**src/rtl/operand_fetch.sv**
```systemverilog
// operand_fetch
//
// Purpose:
//   Operand-fetch stage in front of execute. It reads the register file
//   through two combinational read ports and bypasses a same-cycle writeback
//   onto either operand. A one-bit-per-register scoreboard holds back any
//   instruction whose sources, or whose destination, still have a write in
//   flight. Operands are registered into one output slot that is handed to
//   execute with a valid/ready handshake.
//
// Ports:
//   clk                    clock, all state changes on the rising edge
//   reset                  asynchronous active-high reset
//   in_valid / in_ready    handshake from decode (in_ready is combinational)
//   in_rs1, in_rs2         source register numbers
//   in_rd, in_rd_we        destination register number and its write enable
//   rf_rnum1, rf_rnum2     register-file read addresses (follow in_rs1/in_rs2)
//   rf_rdata1, rf_rdata2   register-file read data
//   wb_en, wb_reg, wb_data writeback port (also commits into the register file)
//   out_valid / out_ready  handshake toward execute
//   out_op1, out_op2       registered operands
//   out_rd, out_rd_we      registered destination and write enable

module operand_fetch #(
    parameter int DATA_W = 64,
    parameter int NREG   = 32,
    parameter int AW     = 5
) (
    input  logic              clk,
    input  logic              reset,

    input  logic              in_valid,
    output logic              in_ready,
    input  logic [AW-1:0]     in_rs1,
    input  logic [AW-1:0]     in_rs2,
    input  logic [AW-1:0]     in_rd,
    input  logic              in_rd_we,

    output logic [AW-1:0]     rf_rnum1,
    output logic [AW-1:0]     rf_rnum2,
    input  logic [DATA_W-1:0] rf_rdata1,
    input  logic [DATA_W-1:0] rf_rdata2,

    input  logic              wb_en,
    input  logic [AW-1:0]     wb_reg,
    input  logic [DATA_W-1:0] wb_data,

    output logic              out_valid,
    input  logic              out_ready,
    output logic [DATA_W-1:0] out_op1,
    output logic [DATA_W-1:0] out_op2,
    output logic [AW-1:0]     out_rd,
    output logic              out_rd_we
);

    logic [NREG-1:0]   pending;
    logic [NREG-1:0]   pending_next;

    logic              wb_hit1;
    logic              wb_hit2;
    logic              wb_hit_rd;
    logic              src_hazard;
    logic              dst_hazard;
    logic              slot_free;
    logic              fire;
    logic [DATA_W-1:0] op1_sel;
    logic [DATA_W-1:0] op2_sel;

    assign rf_rnum1 = in_rs1;
    assign rf_rnum2 = in_rs2;

    // The register file only commits the writeback at the clock edge, so a
    // value being written this cycle must be forwarded here. A pending bit
    // being cleared by that same writeback is not a hazard.
    assign wb_hit1   = wb_en && (wb_reg == in_rs1);
    assign wb_hit2   = wb_en && (wb_reg == in_rs2);
    assign wb_hit_rd = wb_en && (wb_reg == in_rd);

    assign op1_sel = wb_hit1 ? wb_data : rf_rdata1;
    assign op2_sel = wb_hit2 ? wb_data : rf_rdata2;

    assign src_hazard = (pending[in_rs1] && !wb_hit1) ||
                        (pending[in_rs2] && !wb_hit2);
    assign dst_hazard = in_rd_we && pending[in_rd] && !wb_hit_rd;

    assign slot_free = !out_valid || out_ready;
    assign in_ready  = slot_free && !src_hazard && !dst_hazard;
    assign fire      = in_valid && in_ready;

    // Writeback clears first, then a firing instruction sets its destination,
    // so a set and a clear of the same register in one cycle leaves it set.
    always_comb begin
        pending_next = pending;
        if (wb_en) begin
            pending_next[wb_reg] = 1'b0;
        end
        if (fire && in_rd_we) begin
            pending_next[in_rd] = 1'b1;
        end
    end

    // Output slot and scoreboard. When the slot drains with nothing new
    // arriving only out_valid drops; the data registers keep their values.
    always_ff @(posedge clk or posedge reset) begin
        if (reset) begin
            pending   <= '0;
            out_valid <= 1'b0;
            out_op1   <= '0;
            out_op2   <= '0;
            out_rd    <= '0;
            out_rd_we <= 1'b0;
        end else begin
            pending <= pending_next;
            if (fire) begin
                out_valid <= 1'b1;
                out_op1   <= op1_sel;
                out_op2   <= op2_sel;
                out_rd    <= in_rd;
                out_rd_we <= in_rd_we;
            end else if (out_ready) begin
                out_valid <= 1'b0;
            end
        end
    end

endmodule

```
**config.mk**
```make
export PLATFORM = sky130hd
export DESIGN_NAME = operand_fetch
export DESIGN_NICKNAME = d
export VERILOG_FILES = /design/src/rtl/operand_fetch.sv
export SDC_FILE = /design/constraint.sdc
export NUM_CORES = 1
export LEC_CHECK = 0
export BUFFER_PORTS_ARGS = -buffer_cell sky130_fd_sc_hd__buf_4
export CAP_MARGIN = 25
export CORE_AREA = 2 2 142 144
export DETAILED_ROUTE_END_ITERATION = 16
export DIE_AREA = 0 0 144 146
export PLACE_DENSITY = 0.82
export SYNTH_ARGS = -nofsm -noshare
export SYNTH_HDL_FRONTEND = slang
export SYNTH_SLANG_ARGS = --single-unit
```
**constraint.sdc**
```tcl
create_clock -name clk -period 6.5 [get_ports clk]
set_input_delay 0.325 -clock clk [delete_from_list [all_inputs] [get_ports clk]]
set_output_delay 0.325 -clock clk [all_outputs]
set_load 0.01 [all_outputs]
```
## After elaboration in Yosys (flattened, before gate mapping)

Cells that the tools add are included.

| word-level totals | value |
|---|---|
| register bits | 167 |
| input bits | 218 |
| output and inout bits | 146 |
| word-level logic and storage cells | 56 |

| operators by class | value |
|---|---|
| magnitude comparators | 6 |
| equal/unequal tests | 3 |
| mux-type cells | 16 |
| bitwise operators | 3 |
| reduce and logical (&&, ||, !) cells | 22 |

Operator list:

| operator | number |
|---|---|
| 64-bit 2-to-1 mux | 2 |
| 32-bit 2-to-1 mux | 2 |
| 32-bit bitwise AND | 1 |
| 32-bit inverter | 1 |
| 32-bit bitwise OR | 1 |
| 5-bit by 6-bit less-than comparator with 1-bit output (second input constant) | 4 |
| 1-bit binary-select mux with 5-bit select | 3 |
| 5-bit == test | 3 |
| 1-bit logical AND | 13 |
| 1-bit demux with 5-bit select | 2 |
| 5-bit by 1-bit >= comparator with 1-bit output (second input constant) | 2 |
| 1-bit 2-to-1 mux | 7 |
| 1-bit zero test | 6 |
| 1-bit logical OR | 2 |
| 2-bit nonzero test | 1 |

## Logic depth before layout (Yosys ltp)

| depth | value |
|---|---|
| depth in word-level cells | 11 |
| gate-level depth with buffers | 10 |
| mapped depth without buffers | 6 |

## Worst setup path before layout

Ideal clock, no wire load.

| timing path | value |
|---|---|
| path type | input port to flip-flop |
| start point | input in_rd[0] |
| end point | register out_op2[0] |
| arrival time | 2.759 ns |
| required time | 6.372 ns |
| setup slack | 3.614 ns |
| stages on the path | 10 |
| path buffers | 4 |
| cell sequence | clkbuf_1 buf_2 mux4_2 a32oi_1 nand4_1 a32o_1 buf_2 nor2_4 buf_4 mux2_1 |

| on the way | value |
|---|---|
| longest elaborated chain between the ends | 7 |
| elaborated cells between the ends (all ways) | 10 |
| those cells by class | eq/ne: 1; mux: 2; reduce/logical: 7 |

Ends and longest elaborated chain:

| element | line | RTL |
|---|---|---|
| start, declared | 36 | `input logic [AW-1:0] in_rd,` |
| 1-bit binary-select mux with 5-bit select / 5-bit == test (equally long branches) | 84, 77 |  |
| 1-bit 2-to-1 mux (not written as such) / 1-bit logical AND (equally long branches) | 84, 77 |  |
| 1-bit logical AND / 1-bit zero test (equally long branches) | 84 | `assign dst_hazard = in_rd_we && pending[in_rd] && !wb_hit_rd;` |
| 1-bit logical AND (*) | 84 |  |
| 1-bit zero test (*) | 87 | `assign in_ready = slot_free && !src_hazard && !dst_hazard;` |
| 1-bit logical AND (*) | 87 |  |
| 1-bit logical AND (*) | 88 | `assign fire = in_valid && in_ready;` |
| end signal, assigned | 117 | `out_op2 <= op2_sel;` |
| end, declared | 51 | `output logic [DATA_W-1:0] out_op2,` |

Every way passes the cells marked *; elsewhere a longest branch is shown, timed or not. The select of a mux whose other input is x is not followed.
A chain may end at the register's enable or synchronous reset.

## Worst setup path in the final report

| timing path | value |
|---|---|
| start point | register pending[3] |
| end point | register pending[25] |

| on the way | value |
|---|---|
| longest elaborated chain between the ends | 10 |
| elaborated cells between the ends (all ways) | 18 |
| those cells by class | mux: 7; reduce/logical: 11 |

Ends and longest elaborated chain:

| element | line | RTL |
|---|---|---|
| start, declared | 56 | `logic [NREG-1:0] pending;` |
| start signal, assigned | 113 | `pending <= pending_next;` |
| 1-bit binary-select mux with 5-bit select (on tied branches) | 82, 83 |  |
| 1-bit 2-to-1 mux (on tied branches) | 82, 83 |  |
| 1-bit logical AND (on tied branches) | 82, 83 |  |
| 1-bit logical OR | 82 | `assign src_hazard = (pending[in_rs1] && !wb_hit1) \|\|` |
| 1-bit zero test | 87 |  |
| 1-bit logical AND | 87 |  |
| 1-bit logical AND (*) | 87 |  |
| 1-bit logical AND (*) | 88 |  |
| 1-bit logical AND (*) | 97 | `if (fire && in_rd_we) begin` |
| 32-bit 2-to-1 mux (*) | 97 |  |
| via pending_next[25] | 57 | `logic [NREG-1:0] pending_next;` |

Mark *: on every way through the listed nets, which the timed path passes. The rest lies on a longest branch. The select of a mux whose other input is x is not followed.

==> run metrics <==
drt first-iter violations=between 400 and 500; syn nets=956; dpl hpwl=20,350 microns; Pre-antenna DRT Iters=5; count leader, synth=dfrtp_1; Post-synth EDFFs=0; Crit path required time=just under 7 ns; Yosys top cell by area=dfrtp_1; Synth Flop Type=dfrtp_1; Netlist cell types=38; Post-CTS Hold Fix Bufs=0; Warnings, synthesis=0; post-synthesis mux area share=31.40%; CTS H-tree lvls=4; Post-Syn Area=0.008901 sq mm; clock tree sinks=about 170; row count=approximately 50; Internal Power=roughly 2.8 mW; worst-path fanout max=66; slew of the pin with the lowest slew margin=approximately 1 ns; leakage=5.874 nW; first-pass GRT wire length=~43,000 microns; Vias per Instance=~5.7; share of cells above drive strength 1=approximately half; Clock Skew=0.01669 ns; Final Setup Violations=0; Hold Fails Final Rpt=0; Seq/Total Area, Yosys=between 40% and 50%; Setup crit end kind=flop; post-DR wirelength/cell=slightly above 20 microns; CTS max path bufs=2; CP Launch Type=flop; CTS tree=yes; synth top area cells=dfrtp_1 47%, mux2_2 9.1%, o21ai_0 8.5%; Avg Inst Size Synth=~12 sq um; crit path kind=reg2reg; total power=just over 4 mW; Residual DRC=0; post-CTS setup buffers=0; Pwr per Cell Area=336.7 mW/mm^2; final clock period utilization by the worst path=around 55%; status=completed; total grt overflow=0; max_cap viols=0; setup_tns=0 ns; Final Slew Violations=0; Gate power share=36.7%; Synth Area in Compound Gates=between 10 and 15%; Worst slew margin=35.03%; clk_lat worst skew=approximately 0.41 ns; Post-Syn Instances=between 700 and 800; Switching Fraction=~33%; most common library cells after synthesis=167 x dfrtp_1, 152 x o21ai_0, 72 x mux2_2; die area=0.02102 sq mm; Net Sw Power=roughly 1.4 mW; Die Wd=144 microns; total track usage=about a quarter; I/O pin count=between 300 and 400; Hold WC Path Type=in2async; top-area cell type share of the netlist area=between 40% and 50%; CTS clk-pin slew, worst paths=about 0.070 ns; Clk pwr share=about a quarter; Seq pwr share=between 30 and 40%; starting density of the core=a little under half; gr busiest metal=met2; vias=approximately 7,600; Post-Synth Adder-Cell Area=0%; vias in the first global route=~7,800; Final min period=between 3 and 4 ns; post_cts resized=0; post-synthesis simple-gate area fraction=roughly 3.3%; met3 GRT Util=between 6 and 7%; Synth Area in XOR/XNOR=under 10%; Core Area=between 0.015 and 0.02 sq mm; FF+latch count, synth=167; fraction of registers with async set or reset after synthesis=100.0%; crit path DAT=between 3 and 4 ns; RSZ-0062 raised after global routing=no; grt met2 use=44.64%; I/O Buffers=about 360; largest net degree at the start of global routing=83; initial antenna violation count=3; Die Ht=~150 microns; nets=~1,300; Layout area overhead=38.11%; Worst IR Drop VDD=between 0.15 and 0.2 mV; routed wire length=between 20,000 and 30,000 microns; largest family of logic cells by synthesized area=multiplexers; RD Place Congestion=~0.90; post-route ant nets=0; fmax=282.1 MHz; TritonCTS Buffers=17; M1 GR Usage=between 30% and 40%; Clk Tree Root Cell=clkbuf_16
## critical path: stages (launching register included)
cell and delay [ns]:
dfrtp_1 0.41, mux4_2 0.48, mux2_2 0.26, or3_1 0.30, a32o_2 0.31, buf_4 0.30
or2_4 0.53, buf_4 0.38, o31ai_1 0.35
## sequential cells by signal (all words and copies together) (netlist names)
| register | flops |
|---|---|
| out_valid | 1 |
| out_op1 | 64 |
| out_rd | 5 |
| out_op2 | 64 |
| out_rd_we | 1 |
| pending | 32 |
## path summary, 6_finish.rpt
kind	start	endpoint	slack, ns	cells after the start
min in group clk	rf_rdata1[30]	out_op1[30]	0.21	3
max in group asynchronous	reset	out_op2[4]	5.27	4
setup / recovery	pending[3]	pending[25]	2.95	8
hold / removal	reset	out_op1[20]	0.04	2
hold reg to reg	out_op2[13]	out_op2[13]	0.48	1
setup reg to reg	pending[3]	pending[25]	2.95	8
## cells by family (layout without fill, tap and decap cells)
kind of cell	after synthesis	after routing
AO/OA/AOI/OAI	202	202
XOR/XNOR	15	15
buffers and inverters	78	407
flip-flops	167	167
multiplexers	230	230
other	0	3
AND/OR/NAND/NOR	46	46
## metal layers
layer	share of wire, %	wire length (microns)
met1	37	10290
met2	52	14230
met3	8.2	2268
met4	3.0	834
met5	0	0
## through the flow
| stage | hold WS, ns | cell area, sq um | utilization (%) | instances | worst slack [ns] |
|---|---|---|---|---|---|
| floorplan | 0.5014 | 8901 | - | 738 | 1.657 |
| global placement | 0.4695 | 11670 | 60.38 | 1299 | 2.803 |
| detailed placement | 0.4759 | 11700 | 60.53 | 1300 | 2.794 |
| CTS | 0.07273 | 12290 | 63.54 | 1332 | 2.990 |
| global route | 0.09636 | 12290 | 63.58 | 1335 | 2.789 |
| finish | 0.03952 | 12290 | 63.58 | 1335 | 2.955 |
## power groups by stage
stage | combinational (mW) | clock, mW | sequential (mW)
floorplan | 0.535 | 0 | 1.77
global placement | 1.50 | 0 | 1.62
global route | 1.63 | 1.06 | 1.68
finish | 1.52 | 0.992 | 1.63
CTS | 1.53 | 1.01 | 1.63
detailed placement | 1.53 | 0 | 1.64
## layout by cell type, fill, tap and decap left out, types with 3 or more instances in the layout
master / netlist / final
clkinvlp_4: 0 / 4
mux2_2: 72 / 72
buf_4: 17 / 371
mux2_1: 60 / 60
xor2_1: 6 / 6
mux2_4: 3 / 3
o21ai_1: 9 / 9
nand4_1: 3 / 3
clkbuf_16: 0 / 17
dfrtp_1: 167 / 167
clkinv_4: 0 / 3
nand2_1: 5 / 5
diode_2: 0 / 3
inv_6: 0 / 4
or3_1: 5 / 5
o21ai_0: 152 / 152
or3b_2: 4 / 4
nand3b_1: 9 / 9
mux4_2: 25 / 25
nor2b_1: 3 / 3
o31ai_1: 32 / 32
nand3_1: 6 / 5
a32oi_1: 5 / 5
xnor2_1: 9 / 9
mux2i_1: 70 / 70
## area by class of cell
type | instances | area [sq um]
clock inverters | 13 | 140.1
well taps | 265 | 331.6
multi-input cells | 493 | 4363
inverters | 3 | 16.27
repair buffers | 372 | 2813
fillers | 1551 | 7042
diodes | 3 | 7.507
flip-flops and latches | 167 | 4179
clock buffers | 19 | 442.9
No activity file was read; power rests on OpenSTA's default activity.
